## src/rtl/knap_pkg.sv

```systemverilog
// Shared types and default sizing for the exhaustive knapsack subset search.
package knap_pkg;

  localparam int KNAP_N_ITEMS = 6;
  localparam int KNAP_VAL_W   = 6;
  // Item table storage width; instances may use any VAL_W up to this.
  localparam int KNAP_ITEM_W  = 16;

  typedef enum logic [1:0] {
    ST_IDLE   = 2'd0,
    ST_SEARCH = 2'd1,
    ST_DRAIN  = 2'd2,
    ST_DONE   = 2'd3
  } state_t;

  typedef struct packed {
    logic [KNAP_ITEM_W-1:0] value;
    logic [KNAP_ITEM_W-1:0] weight;
    logic [KNAP_ITEM_W-1:0] volume;
  } item_t;

endpackage

```

## src/rtl/knap_eval.sv

```systemverilog
// Combinational subset totals: sums value/weight/volume of every item selected by mask.
module knap_eval
  import knap_pkg::*;
#(
  parameter int N_ITEMS = KNAP_N_ITEMS,
  parameter int ACC_W   = KNAP_VAL_W + $clog2(KNAP_N_ITEMS) + 1
) (
  input  logic                  [N_ITEMS-1:0] mask,
  input  item_t [N_ITEMS-1:0]                 items,
  output logic                  [ACC_W-1:0]   sum_value,
  output logic                  [ACC_W-1:0]   sum_weight,
  output logic                  [ACC_W-1:0]   sum_volume
);

  always_comb begin
    sum_value  = '0;
    sum_weight = '0;
    sum_volume = '0;
    for (int i = 0; i < N_ITEMS; i++) begin
      if (mask[i]) begin
        // Stored fields are zero-extended, so truncating to ACC_W loses nothing.
        sum_value  = sum_value  + ACC_W'(items[i].value);
        sum_weight = sum_weight + ACC_W'(items[i].weight);
        sum_volume = sum_volume + ACC_W'(items[i].volume);
      end
    end
  end

endmodule

```

## src/rtl/knap_search.sv

```systemverilog
// Brute-force knapsack search: walks every subset mask, one per cycle, through a
// two-stage sum/evaluate pipeline and keeps the best feasible subset.
module knap_search
  import knap_pkg::*;
#(
  parameter int N_ITEMS = KNAP_N_ITEMS,
  parameter int VAL_W   = KNAP_VAL_W,
  parameter int ACC_W   = VAL_W + $clog2(N_ITEMS) + 1
) (
  input  logic                       clk,
  input  logic                       rst,
  input  logic                       ld_en,
  input  logic [$clog2(N_ITEMS)-1:0] ld_idx,
  input  logic [VAL_W-1:0]           ld_value,
  input  logic [VAL_W-1:0]           ld_weight,
  input  logic [VAL_W-1:0]           ld_volume,
  input  logic [VAL_W-1:0]           min_value,
  input  logic [VAL_W-1:0]           max_weight,
  input  logic [VAL_W-1:0]           max_volume,
  input  logic                       start,
  input  logic                       abort,
  output logic                       busy,
  output logic                       done,
  output logic                       found,
  output logic [N_ITEMS-1:0]         best_mask,
  output logic [ACC_W-1:0]           best_value,
  output logic [N_ITEMS:0]           feasible_count
);

  state_t                state_q, state_d;
  // Extra top bit marks "all masks issued" so the counter never wraps.
  logic [N_ITEMS:0]      cnt_q, cnt_d;
  item_t [N_ITEMS-1:0]   items_q, items_d;
  logic [VAL_W-1:0]      lim_min_q, lim_min_d, lim_w_q, lim_w_d, lim_v_q, lim_v_d;
  logic                  s1_vld_q, s1_vld_d;
  logic [N_ITEMS-1:0]    s1_mask_q, s1_mask_d;
  logic [ACC_W-1:0]      s1_val_q, s1_val_d, s1_wt_q, s1_wt_d, s1_vol_q, s1_vol_d;
  logic                  found_q, found_d;
  logic [N_ITEMS-1:0]    best_mask_q, best_mask_d;
  logic [ACC_W-1:0]      best_value_q, best_value_d;
  logic [N_ITEMS:0]      fcount_q, fcount_d;

  logic [ACC_W-1:0]      sum_value, sum_weight, sum_volume;
  logic                  issue, kill, feas;

  knap_eval #(.N_ITEMS(N_ITEMS), .ACC_W(ACC_W)) u_eval (
    .mask       (cnt_q[N_ITEMS-1:0]),
    .items      (items_q),
    .sum_value  (sum_value),
    .sum_weight (sum_weight),
    .sum_volume (sum_volume)
  );

  assign busy           = (state_q == ST_SEARCH) || (state_q == ST_DRAIN);
  assign done           = (state_q == ST_DONE);
  assign found          = found_q;
  assign best_mask      = best_mask_q;
  assign best_value     = best_value_q;
  assign feasible_count = fcount_q;

  assign issue = (state_q == ST_SEARCH) && !cnt_q[N_ITEMS];
  assign kill  = busy && abort;
  assign feas  = s1_vld_q && !kill
              && (s1_val_q >= ACC_W'(lim_min_q))
              && (s1_wt_q  <= ACC_W'(lim_w_q))
              && (s1_vol_q <= ACC_W'(lim_v_q));

  always_comb begin
    state_d      = state_q;
    cnt_d        = cnt_q;
    items_d      = items_q;
    lim_min_d    = lim_min_q;
    lim_w_d      = lim_w_q;
    lim_v_d      = lim_v_q;
    s1_vld_d     = issue && !kill;
    s1_mask_d    = s1_mask_q;
    s1_val_d     = s1_val_q;
    s1_wt_d      = s1_wt_q;
    s1_vol_d     = s1_vol_q;
    found_d      = found_q;
    best_mask_d  = best_mask_q;
    best_value_d = best_value_q;
    fcount_d     = fcount_q;

    if (issue) begin
      s1_mask_d = cnt_q[N_ITEMS-1:0];
      s1_val_d  = sum_value;
      s1_wt_d   = sum_weight;
      s1_vol_d  = sum_volume;
    end

    // Strict '>' keeps the lowest mask among equal-valued subsets.
    if (feas) begin
      fcount_d = fcount_q + 1'b1;
      if (!found_q || (s1_val_q > best_value_q)) begin
        found_d      = 1'b1;
        best_mask_d  = s1_mask_q;
        best_value_d = s1_val_q;
      end
    end

    if (!busy && ld_en && (int'(ld_idx) < N_ITEMS)) begin
      items_d[ld_idx] = '{value:  KNAP_ITEM_W'(ld_value),
                          weight: KNAP_ITEM_W'(ld_weight),
                          volume: KNAP_ITEM_W'(ld_volume)};
    end

    case (state_q)
      ST_IDLE: begin
        if (start) begin
          state_d      = ST_SEARCH;
          cnt_d        = '0;
          lim_min_d    = min_value;
          lim_w_d      = max_weight;
          lim_v_d      = max_volume;
          found_d      = 1'b0;
          best_mask_d  = '0;
          best_value_d = '0;
          fcount_d     = '0;
        end
      end
      ST_SEARCH: begin
        if (abort)      state_d = ST_IDLE;
        else if (issue) cnt_d   = cnt_q + 1'b1;
        else            state_d = ST_DRAIN;
      end
      ST_DRAIN: state_d = abort ? ST_IDLE : ST_DONE;
      default:  state_d = ST_IDLE;
    endcase
  end

  always_ff @(posedge clk or posedge rst) begin
    if (rst) begin
      state_q      <= ST_IDLE;
      cnt_q        <= '0;
      items_q      <= '0;
      lim_min_q    <= '0;
      lim_w_q      <= '0;
      lim_v_q      <= '0;
      s1_vld_q     <= 1'b0;
      s1_mask_q    <= '0;
      s1_val_q     <= '0;
      s1_wt_q      <= '0;
      s1_vol_q     <= '0;
      found_q      <= 1'b0;
      best_mask_q  <= '0;
      best_value_q <= '0;
      fcount_q     <= '0;
    end else begin
      state_q      <= state_d;
      cnt_q        <= cnt_d;
      items_q      <= items_d;
      lim_min_q    <= lim_min_d;
      lim_w_q      <= lim_w_d;
      lim_v_q      <= lim_v_d;
      s1_vld_q     <= s1_vld_d;
      s1_mask_q    <= s1_mask_d;
      s1_val_q     <= s1_val_d;
      s1_wt_q      <= s1_wt_d;
      s1_vol_q     <= s1_vol_d;
      found_q      <= found_d;
      best_mask_q  <= best_mask_d;
      best_value_q <= best_value_d;
      fcount_q     <= fcount_d;
    end
  end

endmodule

```

## config.mk

```make
export PLATFORM = sky130hd
export DESIGN_NAME = knap_search
export DESIGN_NICKNAME = d
export VERILOG_FILES = /design/src/rtl/knap_pkg.sv /design/src/rtl/knap_eval.sv /design/src/rtl/knap_search.sv
export SDC_FILE = /design/constraint.sdc
export NUM_CORES = 1
export LEC_CHECK = 0
export ABC_CLOCK_PERIOD_IN_PS = 8800
export BUFFER_PORTS_ARGS = -buffer_cell sky130_fd_sc_hd__buf_2
export CORE_MARGIN = 10
export CORE_UTILIZATION = 49
export DETAILED_ROUTE_END_ITERATION = 10
export GPL_TIMING_DRIVEN = 0
export PLACE_DENSITY = 0.68
export SYNTH_ARGS = -nofsm -noshare
export SYNTH_HDL_FRONTEND = slang
export SYNTH_HIERARCHICAL = 1
export SYNTH_SLANG_ARGS = --single-unit
```

## constraint.sdc

```tcl
create_clock -name clk -period 8.8 [get_ports clk]
set_clock_uncertainty 0.15 [all_clocks]
set_input_delay 0.88 -clock clk [delete_from_list [all_inputs] [get_ports clk]]
set_output_delay 0.88 -clock clk [all_outputs]
set_load 0.01 [all_outputs]
```

After elaboration in Yosys (flattened, before gate mapping)
Index checks and enable logic that the tools add are counted.

Register bits: 376. Output and inout bits: 26.

$lt $le $gt $ge: 7. Multiplexer cells: 45. Reductions and logical operators: 21. $add $sub $neg: 17. Equal/unequal tests: 7.

Operators with widths (count): 288-bit bitwise mux (1); 10-bit 2-to-1 mux (22); 10-bit adder (15); 48-bit demux with 3-bit select (1); 48-bit 2-to-1 mux (1); 7-bit 2-to-1 mux (6); 6-bit 2-to-1 mux (4); 10-bit by 6-bit less-or-equal comparator with 1-bit output (2); 7-bit by 1-bit adder with 7-bit output, second input constant (2); 7-bit case mux with 2 select lines (1); 10-bit by 6-bit greater-or-equal comparator with 1-bit output (1); 10-bit > comparator (1); 1-bit logical AND (10); 2-bit 2-to-1 mux (4); 2-bit inequality test, second input constant (3); 2-bit case mux with 3 select lines (1); 2-bit equality test, second input constant (2); 1-bit zero test (4); 3-bit by 4-bit < comparator with 1-bit output, second input constant (1); 1-bit 2-to-1 mux (4); 2-bit AND reduction (2); 4-bit AND reduction (1); 3-bit by 1-bit greater-or-equal comparator with 1-bit output, second input constant (1); 3-bit < comparator, second input constant (1); 5 further kinds (6).

Longest topological paths before layout
Gate-level depths: netlist (run 1).

Depth after elaboration: 11. Gate-level depth with buffers: 40. Gate-level depth less buffers: 38.

Hierarchy
Netlist (run 1), hierarchy kept.

Modules (own cells, without submodules): knap_search (cells an instance 685, times used 1, area an instance 8471.9 µm², sequential area each 4904.7 µm²); knap_eval (cells an instance 996, times used 1, area an instance 7205.7 µm², sequential area each 0.0 µm²).

Worst setup path after synthesis (run 1)
OpenSTA, ideal clock, no wires.

Path kind: register to register. Start point: reg cnt_q[0]. End point: reg s1_vol_q[9]. Path buffers: 2. Required time: 8.533 ns. Slack: 2.034 ns. Period minus slack after synthesis: 6.766 ns. Stages on the path, launching flop included: 35. Arrival: 6.498 ns. Cells stage by stage: dfrtp_1 buf_2 clkbuf_1 and2_1 ha_1 inv_1 fa_1 nor2b_1 o311ai_0 a21boi_0 nor3b_1 a21o_1 ha_1 a21boi_0 nor2_1 mux2_2 ha_1 o21a_1 a2111oi_0 or3_1 xnor2_1 mux2_2 ha_1 a31oi_1 xnor2_1 mux2_2 ha_1 nand2_1 o41ai_1 xor2_1 nand2_1 xnor2_1 xnor3_1 nand2_1 nand2_1.

Cells in the longest elaborated chain, start to end: 11.

Ends and longest elaborated chain: start, declared (RTL line knap_search.sv:32) `logic [N_ITEMS:0] cnt_q, cnt_d;`; start signal, assigned (RTL line knap_search.sv:151) `cnt_q <= cnt_d;`; 10-bit 2-to-1 mux (*) (RTL line knap_eval.sv:20) `if (mask[i]) begin`; 10-bit adder (RTL line knap_eval.sv:24) `sum_volume = sum_volume + ACC_W'(items[i].volume);`; 10-bit 2-to-1 mux (*) (RTL line knap_eval.sv:20); 10-bit adder (RTL line knap_eval.sv:24); 10-bit 2-to-1 mux (*) (RTL line knap_eval.sv:20); 10-bit adder (RTL line knap_eval.sv:24); 10-bit 2-to-1 mux (*) (RTL line knap_eval.sv:20); 10-bit adder (RTL line knap_eval.sv:24); 10-bit 2-to-1 mux (*) (RTL line knap_eval.sv:20); 10-bit adder (RTL line knap_eval.sv:24); 10-bit 2-to-1 mux (*) (RTL line knap_eval.sv:20); net sum_volume[9] (RTL line knap_search.sv:43) `logic [ACC_W-1:0] sum_value, sum_weight, sum_volume;`; end signal, assigned (RTL line knap_search.sv:160) `s1_vol_q <= s1_vol_d;`; end, declared (RTL line knap_search.sv:37) `logic [ACC_W-1:0] s1_val_q, s1_val_d, s1_wt_q, s1_wt_d, s1_vol_q, s1_vol_d;`.

Mark *: on every way through the listed nets, which the timed path passes. The rest lies on a longest branch. A chain may end at the register's enable or synchronous reset.

Final worst setup path (run 1)
Start point: reg cnt_q[0]. End point: reg s1_wt_q[9].

Cells in the longest elaborated chain, start to end: 11.

Ends and longest elaborated chain: 10-bit 2-to-1 mux (*) (RTL line knap_eval.sv:20); 10-bit adder (RTL line knap_eval.sv:23) `sum_weight = sum_weight + ACC_W'(items[i].weight);`; 10-bit 2-to-1 mux (*) (RTL line knap_eval.sv:20); 10-bit adder (RTL line knap_eval.sv:23); 10-bit 2-to-1 mux (*) (RTL line knap_eval.sv:20); 10-bit adder (RTL line knap_eval.sv:23); 10-bit 2-to-1 mux (*) (RTL line knap_eval.sv:20); 10-bit adder (RTL line knap_eval.sv:23); 10-bit 2-to-1 mux (*) (RTL line knap_eval.sv:20); 10-bit adder (RTL line knap_eval.sv:23); 10-bit 2-to-1 mux (*) (RTL line knap_eval.sv:20); net sum_weight[9] (RTL line knap_search.sv:43); end signal, assigned (RTL line knap_search.sv:159) `s1_wt_q <= s1_wt_d;`; end, declared (RTL line knap_search.sv:37).

Marks and branches as above.

==> results of run 1 <==
-- sequential cells by signal (all words and copies together), names as in the netlist, 2 cells and up --
name / cells
best_mask: 6
best_value: 10
cnt_q: 7
feasible_count: 7
items_q: 108
lim_min_q: 6
lim_v_q: 6
lim_w_q: 6
s1_mask_q: 6
s1_val_q: 10
s1_vol_q: 10
s1_wt_q: 10
state_q: 2
-- cells in the final DEF, fill, tap and decap left out, drive strengths merged, types with 5 or more instances in the layout --
master  instances
a211oi          9
a21boi         12
a21o           27
a21oi          93
and2           17
buf            80
clkbuf         58
conb           73
dfrtp         196
fa             15
ha            166
inv           136
mux2          184
mux2i          34
nand2         240
nand2b         19
nand3          24
nand3b          6
nand4           8
nor2           74
nor2b          22
nor3           23
nor3b           7
o211ai         11
o21a           19
o21ai          84
o21bai          9
o221ai          5
o31ai           8
o41ai           9
or2             5
or3            13
xnor2          61
xor2           50
-- kinds of logic after synthesis --
group / Yosys count / share of synthesized area
buffers and inverters: 179 / 0.0443
flip-flops: 196 / 0.313
AND/OR/NAND/NOR: 470 / 0.136
adder cells (fa/ha/maj): 181 / 0.152
XOR/XNOR: 113 / 0.0649
AO/OA/AOI/OAI: 323 / 0.137
multiplexers: 218 / 0.154
other: 1 / 0.000239
-- report_power, final --
group          total (mW)  internal, mW  switching [mW]
combinational        4.56          2.11            2.45
clock               0.758         0.377           0.381
sequential           1.50          1.26           0.243
-- worst reg2reg max path, delay by kind of cell, from the launching register on --
family          cells  cell delay, ns
flops               1            0.51
buf+inv             4            0.79
simple gates       10            1.21
xor+xnor            4            0.65
compound gates     11            2.57
fa+ha+maj           5            1.73
mux                 1            0.28
-- cell type report --
type,instances,area (um2)
buffer,51,216
clock buffer,18,439
clock inverter,13,111
fill,2889,14200
inverter,128,488
multi-input combinational,1378,10300
sequential,196,4910
tap,402,503
timing repair buffer,69,368
-- routing by layer --
layer  vias to the layer above  part of all wire
li1                       6137                 -
met1                      5915              0.46
met2                       162              0.50
met3                        23             0.028
met4                         2             0.014
met5                         -           0.00032
-- timing repair --
action / 4_1_cts / 5_1_grt
setup endpoints to repair: 0 / 2
gates resized for setup: 0 / 5
buffers inserted: 0 / 0
-- path summary, 6_finish.rpt --
path	start	end	slack [ns]	cells after the start
worst max-delay path	cnt_q[0]	s1_wt_q[9]	0.85	35
worst min-delay path	rst	items_q[34]	0.31	2
worst max register to register	cnt_q[0]	s1_wt_q[9]	0.85	35
worst min register to register	s1_mask_q[1]	s1_mask_q[1]	0.33	2
max in group asynchronous	rst	items_q[229]	7.15	3
min in group clk	s1_mask_q[1]	s1_mask_q[1]	0.33	2
-- through the flow --
stage	total power [mW]	setup slack, ns	hold WS, ns	TNS [ns]	utilization
global route	7.55	0.130	0.351	0	0.551
CTS	6.80	0.574	0.323	0	0.551
floorplan	5.12	2.03	0.296	0	-
detailed placement	6.00	0.649	0.313	0	0.533
finish	6.82	0.855	0.311	0	0.551
global placement	5.84	-0.0616	0.311	-6.37	0.532
==> summary.txt, run 1 <==
GRT Util Overall = 0.194
syn avg cell area = 9.33 um2
Final Cycle Share = 0.903
Finished Cell Area = 17,400 um2
initial antenna violation count = 1
DP HPWL = 29.5 mm
share of post-route cells with drive strength above 1 = 0.167
Primary FF master, synth = dfrtp_1
die width = 199 um
Routed WL per cell = 16.4 um
max incr delay on CP = 0.56 ns
distinct cell type count after synthesis = 71
Layout Cells excl Fill = 2,255
gr ovfl total = 0
min cycle time layout = 7.95 ns
status = finished clean
DRT Pass-1 Iters = 6
Slowest cell on crit path = o41ai_1
clk buf depth = 2
post-route ant nets = 0
async set or reset register ratio after synthesis = 1.00
die area = 39,500 um2
PwrDens = 393 nW/um2
Synth Instances = 1,681
Inst Count DP = 2,224
critical path launch point type = flop
root buf cell = clkbuf_16
DR vias = 12,200
Clock Latency Late Sink = 0.46 ns
Worst-Margin Slew = 0.802 ns
placed cell area = 16,800 um2
vias in the first global route = 12,400
HP Class = primary input to async pin
H-tree depth = 4
Reg clk slew, reported paths = 0.08 ns
top post-synthesis cells by count = nand2_1 (240), dfrtp_1 (196), mux2_2 (183)
grt met3 use = 0.0296
Hold-fix buffers, CTS = 0
Initial Util = 0.497
CORE AREA = 31,600 um2
# clock sinks = 196
Max Clock Freq = 0.126 GHz
CP required = 9.05 ns
vias per cell = 5.43
peak supply drop = 0.000237 V
WP buf/inv = 4
CP top delay family = compound AO/OA/AOI/OAI gates
Net count, final = 2,066
Hold Vio Cnt, Final = 0
worst path arrival time = 8.20 ns
# setup viols final = 0
WS Path Type = flop to flop
CTS Buf Count = 17
GR met2 Demand/Resource = 0.338
Synth top area share = 0.313
FP Rows = 65
Top-Level Pins = 70
Max-Cap Viols = 0
synth top area cells = dfrtp_1 (31%), ha_1 (13%), mux2_2 (13%)
Die H = 199 um
post-synth top area cell = dfrtp_1
DR iter-0 viols = 649
gr busiest metal = met2
met1 Use GR = 0.245
Post-synth EDFFs = 0
count leader, synth = nand2_1
global-route wire length before repair = 61.8 mm
# DRC = 0
fin. max-slew vios = 0
YS warnings = 6
Lkg Pwr = 8.47 nW
Ant. Diodes = 0
CTS tree = built
DRT Wirelength = 37.0 mm
Post-Syn Area = 15,700 um2
Slew HR = 0.465
Synth Register Bits = 196
Worst Setup End Kind = flop
post-synthesis sequential area ratio = 0.313
worst-path fanout max = 10
RSZ-0062 raised after global routing = false
largest net degree at the start of global routing = 129
Area growth syn-to-layout = 10.9%
PortBufs = 68
GP Congestion = 0.893
(Power assumes the default switching activity.)
==> inputs of run 2 (changes only) <==
Settings changed: CORE_MARGIN 10 to unset, PLACE_DENSITY 0.68 to unset, PLACE_DENSITY_LB_ADDON set to 0.08, REMOVE_ABC_BUFFERS set to 1.
==> summary.txt, run 2 (synthesis gave the netlist of run 1 again) <==
critical path launch point type = flop
# setup viols final = 0
# clock sinks = 196
Clock Latency Late Sink = 0.45 ns
DR top layer = met4
DR iter-0 viols = 506
Reg clk slew, reported paths = 0.08 ns
max FFs per register = 108
die area = 32,700 um2
CTS resizes = 0
initial antenna violation count = 0
DRT Wirelength = 33.4 mm
Max Clock Freq = 0.126 GHz
Slew HR = 0.130
met2 wire len = 17.4 mm
HP Class = flop to flop
Max-Cap Viols = 0
Inst Count DP = 2,177
clk buf depth = 2
CORE AREA = 31,600 um2
WS Path Type = flop to flop
failing checks = design-rule violations
CTS tree = built
most common cell after layout, fill and taps aside = nand2_1
register area = 4910 um2
r2r worst-path depth = 35
status = finished with violations
Initial Util = 0.497
worst-path fanout max = 44
Top-Level Pins = 70
Post-CTS Setup Inserts = 0
vias per cell = 5.38
Multi-input gate area = 10,400 um2
vias in the first global route = 12,100
cell seen most often among critical-path stages = ha_1
gr ovfl total = 0
total power draw = 6.78 mW
global-route wire length before repair = 57.1 mm
Lkg Pwr = 8.44 nW
post-route ant nets = 0
PwrDens = 392 nW/um2
min cycle time layout = 7.95 ns
Setup Total Neg Slack = 0 ns
Slowest cell on crit path = dfrtp_2
max incr delay on CP = 0.94 ns
fillers = 2,995
r2r setup slk = 0.85 ns
Hold-fix buffers, CTS = 0
RSZ-0062 raised after global routing = false
CTS Buf Count = 17
DP HPWL = 25.3 mm
PortBufs = 69
largest net degree at the start of global routing = 125
peak supply drop = 0.000184 V
Worst Setup End Kind = flop
met3 wire length = 648 um
DR vias = 11,900
R2R Path End = s1_wt_q[9]
worst setup path endpoint = s1_wt_q[9]
DRT Pass-1 Iters = 8
post-layout util = 0.548
GP Congestion = 0.813
Final Cycle Share = 0.904
Net count, final = 2,019
worst path arrival time = 8.19 ns
CP required = 9.03 ns
worst r2r src = cnt_q[0]
Worst-Margin Slew = 1.30 ns
share of post-route cells with drive strength above 1 = 0.174
H-tree depth = 4
# DRC = 2
Die H = 181 um
fin. max-slew vios = 0
GRT Util Overall = 0.215
Layout Cells excl Fill = 2,209
Ant. Diodes = 0
root buf cell = clkbuf_16
FP Rows = 65
Biggest register = items_q
Area growth syn-to-layout = 10.3%
Routed WL per cell = 15.1 um
wire length on met1 = 14.9 mm
commonest non-fill, non-tap cells in the layout = nand2_1 (239), dfrtp_1 (190), mux2_2 (183), ha_1 (166), inv_1 (126)
die width = 181 um
Hold Vio Cnt, Final = 0
worst setup path start = cnt_q[0]
[run 2: cell types whose count changed in the layout (fill, tap and decap cells not counted), sizes merged]
cell / change
clkbuf: -40
clkinv: +4
inv: -5
buf: -7
bufinv: +3
clkinvlp: -1
[run 2: worst min-delay path by stage]
stage | startpoint | to | slack [ns] | depth (start not counted)
3_5_place_dp | s1_vol_q[7] | s1_vol_q[7] | 0.31 | 2
4_1_cts | s1_vol_q[7] | s1_vol_q[7] | 0.33 | 2
6_report | s1_wt_q[7] | s1_wt_q[7] | 0.33 | 2
5_1_grt | s1_vol_q[7] | s1_vol_q[7] | 0.35 | 2
3_3_place_gp | s1_wt_q[6] | s1_wt_q[6] | 0.31 | 2
2_1_floorplan | s1_wt_q[6] | s1_wt_q[6] | 0.30 | 2
[run 2: through the flow]
step | area (um2) | hold slack (ns) | worst slack (ns)
floorplan | 15700 | 0.296 | 1.78
global placement | 16600 | 0.312 | -0.118
detailed placement | 16700 | 0.313 | 0.395
CTS | 17300 | 0.333 | 0.372
global route | 17300 | 0.354 | 0.129
finish | 17300 | 0.329 | 0.846
[run 2: metal layers]
layer  vias up  global-route usage
li1       6039                   -
met1      5724               0.254
met2       104               0.407
met3        24              0.0300
met4         0              0.0523
met5         -                   0
[run 2: critical path: cells and delay by family, from the launching register on]
family / cells / cell delay [ns]
AOI/OAI and AO/OA: 11 / 2.53
xor gates and xnor gates: 4 / 0.63
adders and majority gates: 6 / 1.83
buffers and inverters: 3 / 0.22
DFF: 1 / 0.94
muxes: 1 / 0.29
and+or+nand+nor: 10 / 1.25
[run 2: cell type report]
cell class / instances / share of cell area
multi-input combinational: 1378 / 0.599
tap: 402 / 0.0291
sequential: 196 / 0.284
clock buffer: 18 / 0.0248
clock inverter: 14 / 0.0101
inverter: 128 / 0.0282
timing repair buffer: 73 / 0.0247
[run 2: power breakdown]
group          switching (mW)  internal [mW]
clock                   0.372          0.452
combinational            2.30           2.09
sequential              0.305           1.26
total                    2.98           3.80
